$ cat config.mk
export PLATFORM = sky130hd
export DESIGN_NAME = bus_arbiter
export DESIGN_NICKNAME = d
export VERILOG_FILES = /design/src/rtl/bus_arbiter_pkg.sv /design/src/rtl/bus_arbiter_rr_pick.sv /design/src/rtl/bus_arbiter.sv
export SDC_FILE = /design/constraint.sdc
export NUM_CORES = 1
export LEC_CHECK = 0
export CORE_MARGIN = 10
export CORE_UTILIZATION = 38
export DETAILED_ROUTE_END_ITERATION = 16
export GPL_TIMING_DRIVEN = 1
export SYNTH_ARGS = -nofsm -noshare
export SYNTH_HDL_FRONTEND = slang
export SYNTH_SLANG_ARGS = --single-unit
$ cat constraint.sdc
create_clock -name clk -period 7.8 [get_ports clk]
set_input_delay 2.34 -clock clk [delete_from_list [all_inputs] [get_ports clk]]
set_output_delay 2.34 -clock clk [all_outputs]
set_load 0.01 [all_outputs]
$ cat src/rtl/bus_arbiter_pkg.sv
// Shared types and constants for the round-robin bus arbiter.
package bus_arbiter_pkg;

    localparam int N_REQ_C = 8;
    localparam int SEL_W   = 3;

    typedef enum logic {IDLE, GRANT} arb_state_t;

    typedef logic [SEL_W-1:0] sel_t;

    function automatic logic [N_REQ_C-1:0] onehot(input sel_t idx);
        logic [N_REQ_C-1:0] v;
        v      = '0;
        v[idx] = 1'b1;
        return v;
    endfunction

endpackage

$ cat src/rtl/bus_arbiter_rr_pick.sv
// Rotating priority encoder: first set, non-excluded request at or after start.
module rr_pick
    import bus_arbiter_pkg::*;
(
    input  logic [N_REQ_C-1:0] req,
    input  sel_t               start,
    input  logic [N_REQ_C-1:0] exclude,
    output logic               found,
    output sel_t               idx
);

    logic [N_REQ_C-1:0] w_masked;
    logic [N_REQ_C-1:0] w_rot;

    assign w_masked = req & ~exclude;

    // w_rot[k] is the request k positions after start, so bit 0 has top priority.
    for (genvar gi = 0; gi < N_REQ_C; gi++) begin : g_rot
        assign w_rot[gi] = w_masked[sel_t'(start + sel_t'(gi))];
    end

    always_comb begin
        found = 1'b0;
        idx   = start;
        for (int k = N_REQ_C - 1; k >= 0; k--) begin
            if (w_rot[k]) begin
                found = 1'b1;
                idx   = sel_t'(start + sel_t'(k));
            end
        end
    end

endmodule

$ cat src/rtl/bus_arbiter.sv
// Round-robin arbiter driving the 8-way bus select; define
// BUS_ARBITER_BURST_LIMIT_EN to force a handoff after MAX_BURST cycles.
module bus_arbiter
    import bus_arbiter_pkg::*;
#(
    parameter int N_REQ     = 8,
    parameter int MAX_BURST = 4
) (
    input  logic             clk,
    input  logic             rst_n,
    input  logic [N_REQ-1:0] req,
    output logic [N_REQ-1:0] gnt,
    output logic [2:0]       sel,
    output logic             sel_valid,
    output logic             busy
);

    arb_state_t          r_state;
    arb_state_t          w_state_next;
    logic [N_REQ_C-1:0]  r_gnt;
    logic [N_REQ_C-1:0]  w_gnt_next;
    sel_t                r_sel;
    sel_t                w_sel_next;
    sel_t                r_last;
    sel_t                w_last_next;
    logic                w_take;

    sel_t                w_start;
    logic [N_REQ_C-1:0]  w_exclude;
    logic                w_found;
    sel_t                w_idx;

    if (MAX_BURST < 2) begin : g_bad_burst
    end

    // While granted, last == sel, so one search origin serves both states.
    assign w_start   = sel_t'(r_last + sel_t'(1));
    assign w_exclude = (r_state == GRANT) ? onehot(r_sel) : '0;

    rr_pick u_pick (
        .req     (req),
        .start   (w_start),
        .exclude (w_exclude),
        .found   (w_found),
        .idx     (w_idx)
    );

`ifdef BUS_ARBITER_BURST_LIMIT_EN
    localparam int CNT_W = $clog2(MAX_BURST);
    localparam logic [CNT_W-1:0] CNT_MAX = CNT_W'(MAX_BURST - 1);

    logic [CNT_W-1:0] r_cnt;
    logic [CNT_W-1:0] w_cnt_next;
    logic             w_burst_done;

    assign w_burst_done = (r_cnt == CNT_MAX);

    // Counter only runs while the owner keeps holding; every other case restarts it.
    always_comb begin
        w_cnt_next = '0;
        if (r_state == GRANT && req[r_sel] && !w_burst_done) begin
            w_cnt_next = r_cnt + CNT_W'(1);
        end
    end

    always_ff @(posedge clk or negedge rst_n) begin
        if (!rst_n) begin
            r_cnt <= '0;
        end else begin
            r_cnt <= w_cnt_next;
        end
    end
`endif

    always_comb begin
        w_state_next = r_state;
        w_gnt_next   = r_gnt;
        w_sel_next   = r_sel;
        w_last_next  = r_last;
        w_take       = 1'b0;
        case (r_state)
            IDLE: begin
                if (w_found) begin
                    w_take       = 1'b1;
                    w_state_next = GRANT;
                end
            end
            GRANT: begin
                if (!req[r_sel]) begin
                    if (w_found) begin
                        w_take = 1'b1;
                    end else begin
                        w_state_next = IDLE;
                        w_gnt_next   = '0;
                    end
                end
`ifdef BUS_ARBITER_BURST_LIMIT_EN
                else if (w_burst_done && w_found) begin
                    w_take = 1'b1;
                end
`endif
            end
            default: begin
                w_state_next = IDLE;
                w_gnt_next   = '0;
            end
        endcase
        if (w_take) begin
            w_gnt_next  = onehot(w_idx);
            w_sel_next  = w_idx;
            w_last_next = w_idx;
        end
    end

    always_ff @(posedge clk or negedge rst_n) begin
        if (!rst_n) begin
            r_state <= IDLE;
            r_gnt   <= '0;
            r_sel   <= '0;
            r_last  <= sel_t'(N_REQ_C - 1);
        end else begin
            r_state <= w_state_next;
            r_gnt   <= w_gnt_next;
            r_sel   <= w_sel_next;
            r_last  <= w_last_next;
        end
    end

    assign gnt       = r_gnt;
    assign sel       = r_sel;
    assign sel_valid = |r_gnt;
    assign busy      = (r_state == GRANT);

endmodule

---- Word-level counts from Yosys, hierarchy flattened ----
Cells that the tools add are included.
word-level totals
  register bits ........................... 15
  output and inout bits ................... 13
cells by class
  $add $sub $neg .......................... 8
  $lt $le $gt $ge ......................... 12
  equal/unequal tests ..................... 2
  mux-type cells .......................... 48
  bitwise gates (word level) .............. 3
  reduce and logical (&&, ||, !) cells .... 5
operator list
  cell                                                                                  count
  3-bit by 4-bit less-than comparator with 1-bit output (second input constant)         10
  8-bit two-way mux                                                                     5
  1-bit binary-select mux with 3-bit select                                             9
  3-bit two-way mux                                                                     8
  1-bit two-way mux                                                                     22
  3-bit adder (second input constant)                                                   4
  8-bit AND                                                                             1
  8-bit NOT                                                                             1
  8-bit OR reduction                                                                    1
  3-bit by 1-bit adder with 3-bit output (second input constant)                        2
  3-bit by 2-bit adder with 3-bit output (second input constant)                        2
  1-bit demux with 3-bit select                                                         2
  3-bit by 1-bit greater-or-equal comparator with 1-bit output (second input constant)  2
  2-bit != test (second input constant)                                                 2
  1-bit case mux with 2 select lines                                                    2
  3-bit AND reduction                                                                   1
  1-bit logical AND                                                                     2
  2-bit nonzero test                                                                    1
  1-bit NOT                                                                             1

---- Logic depth before layout (Yosys ltp) ----
Gate-level depths: netlist of the first run.
  depth in word-level cells ............... 22
  depth in mapped cells ................... 14
  depth with buffers taken out ............ 10

---- Modules after synthesis ----
A second synthesis of the first run with hierarchy kept.
unflattened totals
  cell total of the unflattened synthesis .. 208
  area total of the unflattened synthesis .. 1811.7 sq um
modules (own cells, without submodules)
  module       times used  cells each  area an instance (sq um)
  bus_arbiter  1           94          963.4
  rr_pick      1           114         848.3

---- Worst setup path before layout of the first run ----
Ideal clock, no wire load.
  path kind ............................... input port to flip-flop
  start point ............................. in req[2]
  end point ............................... reg r_gnt[4], in the netlist gnt[4]
  library setup time ...................... 0.122 ns
  data arrival time ....................... 4.336 ns
  data required time ...................... 7.678 ns
  path slack .............................. 3.342 ns
  stages .................................. 8
  buffers on the path ..................... 0
  cells stage by stage .................... nor2b_1 > a22o_1 > mux4_2 > a211o_1 > a211oi_1 > nand4_1 > o21a_1 > a32o_1
on the way
  word-level cells in the longest chain between the ends .. 16
  elaborated cells between the ends (all ways) .. 48
ends and longest elaborated chain
  element                                                                                                    line                                      source
  from (decl)                                                                                                bus_arbiter.sv:11                         input logic [N_REQ-1:0] req,
  8-bit AND                                                                                                  bus_arbiter_rr_pick.sv:15                 assign w_masked = req & ~exclude;
  1-bit binary-select mux with 3-bit select                                                                  bus_arbiter_rr_pick.sv:19                 assign w_rot[gi] = w_masked[sel_t'(start + sel_t'(gi))];
  1-bit two-way mux (not written as such)                                                                    bus_arbiter_rr_pick.sv:19
  3-bit two-way mux or 1-bit two-way mux (tied branches) (8 in a row)                                        bus_arbiter_rr_pick.sv:26                 if (w_rot[k]) begin
  3-bit by 4-bit less-than comparator with 1-bit output (not written as such), or another cell as far along  bus_arbiter_pkg.sv:14                     v[idx] = 1'b1;
  1-bit logical AND (not written as such) or 1-bit two-way mux (tied branches)                               bus_arbiter_pkg.sv:14, bus_arbiter.sv:89
  1-bit two-way mux (not written as such) or 1-bit case mux with 2 select lines (tied branches)              bus_arbiter_pkg.sv:14, bus_arbiter.sv:81
  1-bit demux with 3-bit select, or another cell as far along                                                bus_arbiter_pkg.sv:14
  8-bit two-way mux or 3-bit AND reduction (tied branches)                                                   n/a
  to (signal assigned)                                                                                       bus_arbiter.sv:123                        r_gnt <= w_gnt_next;
  to (decl)                                                                                                  bus_arbiter.sv:20                         logic [N_REQ_C-1:0] r_gnt;
Parallel ways exist; a longest one is shown, timed or not. The select of a mux whose other input is x is not followed.
A chain may end at the register's enable or synchronous reset.

---- Worst setup path in the final report of the first run ----
  start point ............................. reg r_last[0]
  end point ............................... reg r_gnt[0], in the netlist gnt[0]
on the way
  word-level cells in the longest chain between the ends .. 17
  elaborated cells between the ends (all ways) .. 53
ends and longest elaborated chain
  element                                                                                                    line                                                  source
  from (decl)                                                                                                bus_arbiter.sv:24                                     sel_t r_last;
  from (signal assigned)                                                                                     bus_arbiter.sv:120                                    r_last <= sel_t'(N_REQ_C - 1);
  from (signal assigned)                                                                                     bus_arbiter.sv:125                                    r_last <= w_last_next;
  3-bit by 1-bit adder with 3-bit output *                                                                   bus_arbiter.sv:37                                     assign w_start = sel_t'(r_last + sel_t'(1));
  3-bit adder                                                                                                bus_arbiter_rr_pick.sv:19, bus_arbiter_rr_pick.sv:28
  1-bit binary-select mux with 3-bit select                                                                  bus_arbiter_rr_pick.sv:19
  1-bit two-way mux (not written as such)                                                                    bus_arbiter_rr_pick.sv:19
  3-bit two-way mux or 1-bit two-way mux (tied branches) (8 in a row)                                        bus_arbiter_rr_pick.sv:26
  3-bit by 4-bit less-than comparator with 1-bit output (not written as such), or another cell as far along  bus_arbiter_pkg.sv:14
  1-bit logical AND (not written as such) or 1-bit two-way mux (tied branches)                               bus_arbiter_pkg.sv:14, bus_arbiter.sv:89
  1-bit two-way mux (not written as such) or 1-bit case mux with 2 select lines (tied branches)              bus_arbiter_pkg.sv:14, bus_arbiter.sv:81
  1-bit demux with 3-bit select, or another cell as far along                                                bus_arbiter_pkg.sv:14
  8-bit two-way mux or 3-bit AND reduction (tied branches)                                                   n/a
Every way passes the cells marked *; elsewhere a longest branch is shown, timed or not. The select of a mux whose other input is x is not followed.

==> results by group, run 1 <==
Die
  • Die area: 8920 um2
  • Core box area: 5440 um2
  • Initial Utilization: 38.7%
  • Die width: 94.4 um
  • Boundary pin count: 23
  • Die height: 94.4 um
  • Row count: 27

Synthesis
  • Biggest area consumer among synthesized cells: dfrtp_1
  • Most used flip-flop cell after synthesis: dfrtp_1
  • Top post-synthesis cells by area: dfrtp_1, mux4_2, a32o_1, nand2_1, dfstp_2
  • Post-synth design cell area: 2100 um2
  • Synth Area in Adders: 1.19%
  • Syn_nets: 251
  • Distinct cell type count after synthesis: 65
  • Top-area cell type share of the netlist area: 14.3%
  • Gate Count Post-Synth: 239
  • Largest family of logic cells by synthesized area: compound AO/OA/AOI/OAI gates
  • Mapped Avg Cell Area: 8.81 um2
  • Mux cell area share after synthesis: 16.3%
  • Number of flops mapped to enable cells by yosys: 0
  • Yosys warnings: 0
  • Post-synthesis compound-gate area fraction: 30.8%
  • Synth Area in Simple Gates: 23.4%
  • Async S/R FF share, synth: 100%
  • Sequential fraction of the synthesis area: 18.0%
  • Register bit total from synthesis: 15
  • Synth Area in XOR/XNOR: 5.29%

Timing
  • Actual slew at the worst max-slew pin: 1190 ps
  • Setup-failing EPs final: 0
  • Max frequency: 0.180 GHz
  • Slew headroom: 20.6%
  • Fin crit period: 5570 ps
  • Tcrit/Tclk final: 71.4%
  • Setup_tns: 0 ps
  • Slew Viols, Final: 0
  • Final hold viol count: 0
  • Clock skew: 0.352 ps
  • RSZ-0062 raised after global routing: false

Final layout
  • Syn-to-layout area delta: 12.8%
  • # diodes: 0
  • Multi-input gate area: 1620 um2
  • Final net count: 259
  • Sequential cell area: 379 um2
  • Filler instances: 527
  • Most frequent cells in the layout: nand2_1, clkdlybuf4s50_1, mux4_2, dfrtp_1, nor2_1
  • Ratio of cells with drive above 1 in the final layout: 11.4%

Critical path
  • Crit end category: flop
  • CP Data Arrival Time: 5710 ps
  • Worst-case reg-to-reg path depth: 10
  • Worst Setup Start Kind: flop
  • Crit path kind: flop to flop
  • Worst path required time: 7940 ps
  • Maximum fanout along the worst path: 39

Clocking
  • H-tree lvl count: 1
  • Deepest clock path buffer count: 2
  • Skew-Pair Late Insertion Delay: 250 ps
  • Clock transition at path regs: 60 ps
  • Post_cts resized: 0
  • # hold bufs at CTS: 0
  • CTS sink cnt: 15
  • Setup bufs post-CTS: 0
  • CTS tree: done
  • CTS Buf Count: 3
  • CTS Root Cell: clkbuf_8

Place
  • Buffers added on ports: 22
  • RD Place Congestion: 0.894
  • Hpwl dp: 4.99 mm

Detailed routing
  • # DRC: 0
  • Vias: 2152
  • Routed WL: 6.57 mm
  • Routed length per instance: 20.7 um
  • Post-route ant nets: 0
  • Drt first-iter violations: 228
  • DR vias/cell: 6.77
  • Drt pass-1 iters: 5

Global routing
  • First-pass GRT wire length: 11.0 mm
  • Number of global-route vias before repair: 2058
  • GRT overflow: 0
  • Largest net degree at the start of global routing: 40
  • Antenna violations before repair: 0
  • GRT Total Usage: 15.1%

Status
  • Status: finished clean

Hold path
  • Hold crit path type: flop to flop
  • Worst hold stages: 2

Job
  • Max Cap Violations: 0
==> layer usage <==
| metal | wire length (um) | track usage [%] | share of wire (%) | up-vias |
|---|---|---|---|---|
| li1 | - | - | - | 996 |
| met2 | 3230 | 24.8 | 49 | 69 |
| met5 | 0 | 0 | 0 | - |
| met4 | 87 | 4.68 | 1.3 | 0 |
| met1 | 2840 | 19.8 | 43 | 1080 |
| met3 | 418 | 2.22 | 6.4 | 7 |
==> metrics by stage <==
step           utilization, %  cells  hold slack (ps)  worst slack, ps  instance area [um2]
2_1_floorplan               -    239              492             3340                 2100
3_3_place_gp             42.8    314              503             2220                 2330
3_5_place_dp             42.8    314              506             2340                 2330
4_1_cts                  43.7    318              528             2310                 2370
5_1_grt                  43.7    318              549             1850                 2370
6_report                 43.7    318              525             2230                 2370
==> area by class of cell <==
cell class / instances / share of cell area [%]
well taps: 72 / 3.79
flip-flops and latches: 15 / 16.0
multi-input cells: 200 / 68.3
inverters: 5 / 0.790
repair buffers: 22 / 9.27
clock buffers: 4 / 1.90
==> flip-flops by register name, summed over array words and instances, names as in the netlist <==
signal  count
sel         3
gnt         8
busy        1
r_last      3
==> synth_stat cells, drive strengths merged, types with 3 or more instances <==
cell	number
nand2	22
buf	12
dfrtp	12
mux4	12
nor2	11
o21ai	10
a32o	9
nand4	9
a21oi	8
nand3	8
nor2b	8
a211oi	7
a221oi	7
clkbuf	7
o22ai	6
xnor2	6
a32oi	5
and2	5
nor3	5
inv	4
mux2i	4
o31ai	4
a22o	3
dfstp	3
mux2	3
nand4b	3
==> worst max-delay path, stage by stage, from the launching register on <==
cell and delay (ps):
dfstp_2 920, clkinv_1 700, ha_1 1340, inv_2 310
xnor2_1 280, a22o_1 230, o21ai_0 450, o21ai_0 180
a211oi_1 440, o21ai_0 280, o31ai_1 300
==> path summary, 6_finish.rpt <==
path | from | to | slack (ps)
setup / recovery | r_last[0]$_DFFE_PN1P_ | gnt[0]$_DFFE_PN0P_ | 2230
hold reg to reg | gnt[2]$_DFFE_PN0P_ | gnt[2]$_DFFE_PN0P_ | 520
min in group asynchronous | rst_n | gnt[0]$_DFFE_PN0P_ | 2500
max in group asynchronous | rst_n | gnt[6]$_DFFE_PN0P_ | 4880
setup reg to reg | r_last[0]$_DFFE_PN1P_ | gnt[0]$_DFFE_PN0P_ | 2230
hold / removal | gnt[2]$_DFFE_PN0P_ | gnt[2]$_DFFE_PN0P_ | 520
==> cell families after synthesis <==
kind of cell | after synthesis
adder cells (fa/ha/maj) | 2
flip-flops | 15
AND/OR/NAND/NOR | 87
buffers and inverters | 24
AO/OA/AOI/OAI | 84
multiplexers | 19
XOR/XNOR | 8
Power of run 1 is not shown: default switching activity piles up to over one toggle a cycle in this logic, so the estimate is an artifact.
==> run 2, diff against run 1 <==
==> constraint.sdc (replaced) <==
create_clock -name clk -period 5.2 [get_ports clk]
set_input_delay 1.56 -clock clk [delete_from_list [all_inputs] [get_ports clk]]
set_output_delay 1.56 -clock clk [all_outputs]
set_load 0.01 [all_outputs]
==> run 2 against run 1 <==
  * Sequential share of layout area fell by 0.17 points
  * First-iteration DRC count is 9.6% lower
  * Setup slack worse by 1500 ps
  * Clock-buffer cell count is 1 lower
  * Register-to-register slack worse by 1200 ps
  * Wire length rose by 0.12%
  * Highest routed layer unchanged
==> results by group, run 2 (synthesis gave the netlist of run 1 again) <==
Status
  • Status: finished clean

Clocking
  • CTS sink cnt: 15 (unchanged)
  • Deepest clock path buffer count: 2 (unchanged)
  • Clock transition at path regs: 60 ps (about the same)
  • CTS tree: done
  • # hold bufs at CTS: 0 (unchanged)
  • Setup bufs post-CTS: 0 (unchanged)
  • CTS Root Cell: clkbuf_8
  • H-tree lvl count: 1 (unchanged)
  • Skew-Pair Late Insertion Delay: 250 ps (about the same)
  • Post_cts resized: 0 (unchanged)
  • CTS Buf Count: 3 (unchanged)

Timing
  • Setup-failing EPs final: 0 (unchanged)
  • Clock skew: 4.25 ps (+3.90 ps)
  • Fin crit period: 4490 ps
  • Max frequency: 0.222 GHz
  • Final hold viol count: 0 (unchanged)
  • Actual slew at the worst max-slew pin: 914 ps (-277 ps)
  • Slew headroom: 39.1% (+18 points)
  • Min Hold Slack: 531 ps (+6.40 ps)
  • RSZ-0062 raised after global routing: false
  • Setup WS post-layout: 705 ps (-1520 ps)
  • Tcrit/Tclk final: 86.4%
  • Setup_tns: 0 ps (unchanged)
  • Slew Viols, Final: 0 (unchanged)

Critical path
  • Worst path depth: 9 (-1)
  • CP delay by family, top: compound AO/OA/AOI/OAI gates
  • Maximum fanout along the worst path: 8 (-79%)
  • Critical R2R Capture: gnt[6]$_DFFE_PN0P_
  • Worst r2r src: r_last[0]$_DFFE_PN1P_
  • Crit path kind: input pin to flop
  • Crit end category: flop
  • Crit-path slowest cell: clkdlybuf4s50_1
  • Origin of the worst setup path: req[1]
  • Worst Setup Start Kind: input pin
  • Crit-path max cell delay: 570 ps (-770 ps)
  • Critical Path End: gnt[6]$_DFFE_PN0P_
  • Worst path required time: 5390 ps (-2550 ps)
  • Worst-path cell chain: clkdlybuf4s50_1 -> nor2b_1 -> a22o_1 -> mux4_2 -> or2_2 -> a211oi_1 -> nand4_1 -> o21ai_1 -> a32o_1
  • CP Data Arrival Time: 4690 ps (-1020 ps)
  • Worst-case reg-to-reg path depth: 10 (unchanged)
  • Worst R2R Setup Slack: 1080 ps (-1150 ps)
  • Critical path buffer and inverter count: 1 (-1)

Die
  • Die height: 94.4 um (unchanged)
  • Row count: 27 (unchanged)
  • Die area: 8920 um2 (unchanged)
  • Boundary pin count: 23 (unchanged)
  • Die width: 94.4 um (unchanged)
  • Core box area: 5440 um2 (unchanged)
  • Initial Utilization: 38.7% (unchanged)

Place
  • Placed Cells: 317 (+0.96%)
  • Buffers added on ports: 22 (unchanged)
  • RD Place Congestion: 0.891 (-0.34%)
  • Hpwl dp: 5.07 mm (+1.5%)
  • Pre-CTS setup slack: 491 ps (-1850 ps)

Global routing
  • Antenna violations before repair: 0 (unchanged)
  • GRT Total Usage: 14.9% (-0.18 points)
  • GRT overflow: 0 (unchanged)
  • First-pass GRT wire length: 10.8 mm (-1.3%)
  • Largest net degree at the start of global routing: 31 (-23%)
  • Number of global-route vias before repair: 2054 (-0.19%)

Detailed routing
  • Drt pass-1 iters: 4 (-1)
  • Drt first-iter violations: 206 (-9.6%)
  • # DRC: 0 (unchanged)
  • Post-route ant nets: 0 (unchanged)
  • Routed WL: 6.58 mm (+0.12%)
  • Vias: 2121 (-1.4%)
  • DR vias/cell: 6.61 (-2.4%)
  • Routed length per instance: 20.5 um (-0.81%)

Hold path
  • Hold crit path type: flop to flop
  • Worst hold stages: 2 (unchanged)

Job
  • Max Cap Violations: 0 (unchanged)

Final layout
  • Final net count: 262 (+1.2%)
  • Most frequent cells in the layout: nand2_1, clkdlybuf4s50_1, mux4_2, dfrtp_1, nor2_1
  • Layout Cells excl Fill: 321 (+0.94%)
  • Max FFs per register: 8 (unchanged)
  • Ratio of cells with drive above 1 in the final layout: 12.9% (+1.5 points)
  • # diodes: 0 (unchanged)
  • Syn-to-layout area delta: 14.1%
## run 2: changes by cell type in the layout (fill, tap and decap cells not counted)
cell / change
buf_4: +3
clkbuf_1: -1
clkinvlp_4: +1
## run 2: area by class of cell
class                           instances  area [um2]
Clock inverter                          1        7.51
Inverter                                5        18.8
Sequential cell                        15         379
Fill cell                             532        3040
Timing Repair Buffer                   25         243
Multi-Input combinational cell        200        1620
Tap cell                               72        90.1
Clock buffer                            3        41.3
## run 2: metal layers
layer	vias up	part of all wire, %	track usage, %
li1	1000	-	-
met1	1027	41	19.2
met2	85	49	25.1
met3	9	8.4	2.14
met4	0	1.6	4.43
met5	-	0	0
## run 2: stage by stage
| stage | utilization [%] | area (um2) |
|---|---|---|
| after floorplan | - | 2100 |
| after global placement | 43.2 | 2350 |
| after detailed placement | 43.2 | 2350 |
| after CTS | 44.1 | 2400 |
| after global routing | 44.1 | 2400 |
| final | 44.1 | 2400 |
## run 2: worst min path at each step
stage | from | to
after CTS | gnt[1]$_DFFE_PN0P_ | gnt[1]$_DFFE_PN0P_
final | gnt[1]$_DFFE_PN0P_ | gnt[1]$_DFFE_PN0P_
after global routing | gnt[1]$_DFFE_PN0P_ | gnt[1]$_DFFE_PN0P_
after floorplan | r_last[1]$_DFFE_PN1P_ | r_last[1]$_DFFE_PN1P_
after detailed placement | gnt[1]$_DFFE_PN0P_ | gnt[1]$_DFFE_PN0P_
after global placement | gnt[2]$_DFFE_PN0P_ | gnt[2]$_DFFE_PN0P_
## run 2: worst reg2reg max path, cell delays in order (launching register included)
cell      delay, ps
dfstp_2         560
clkinv_1         90
ha_1            890
nor2b_1         190
a22o_1          340
mux4_2          540
a211o_1         290
a211oi_1        280
nand4_1         160
o21ai_1         480
a32o_1          250
Power of run 2 is left out for the same reason.
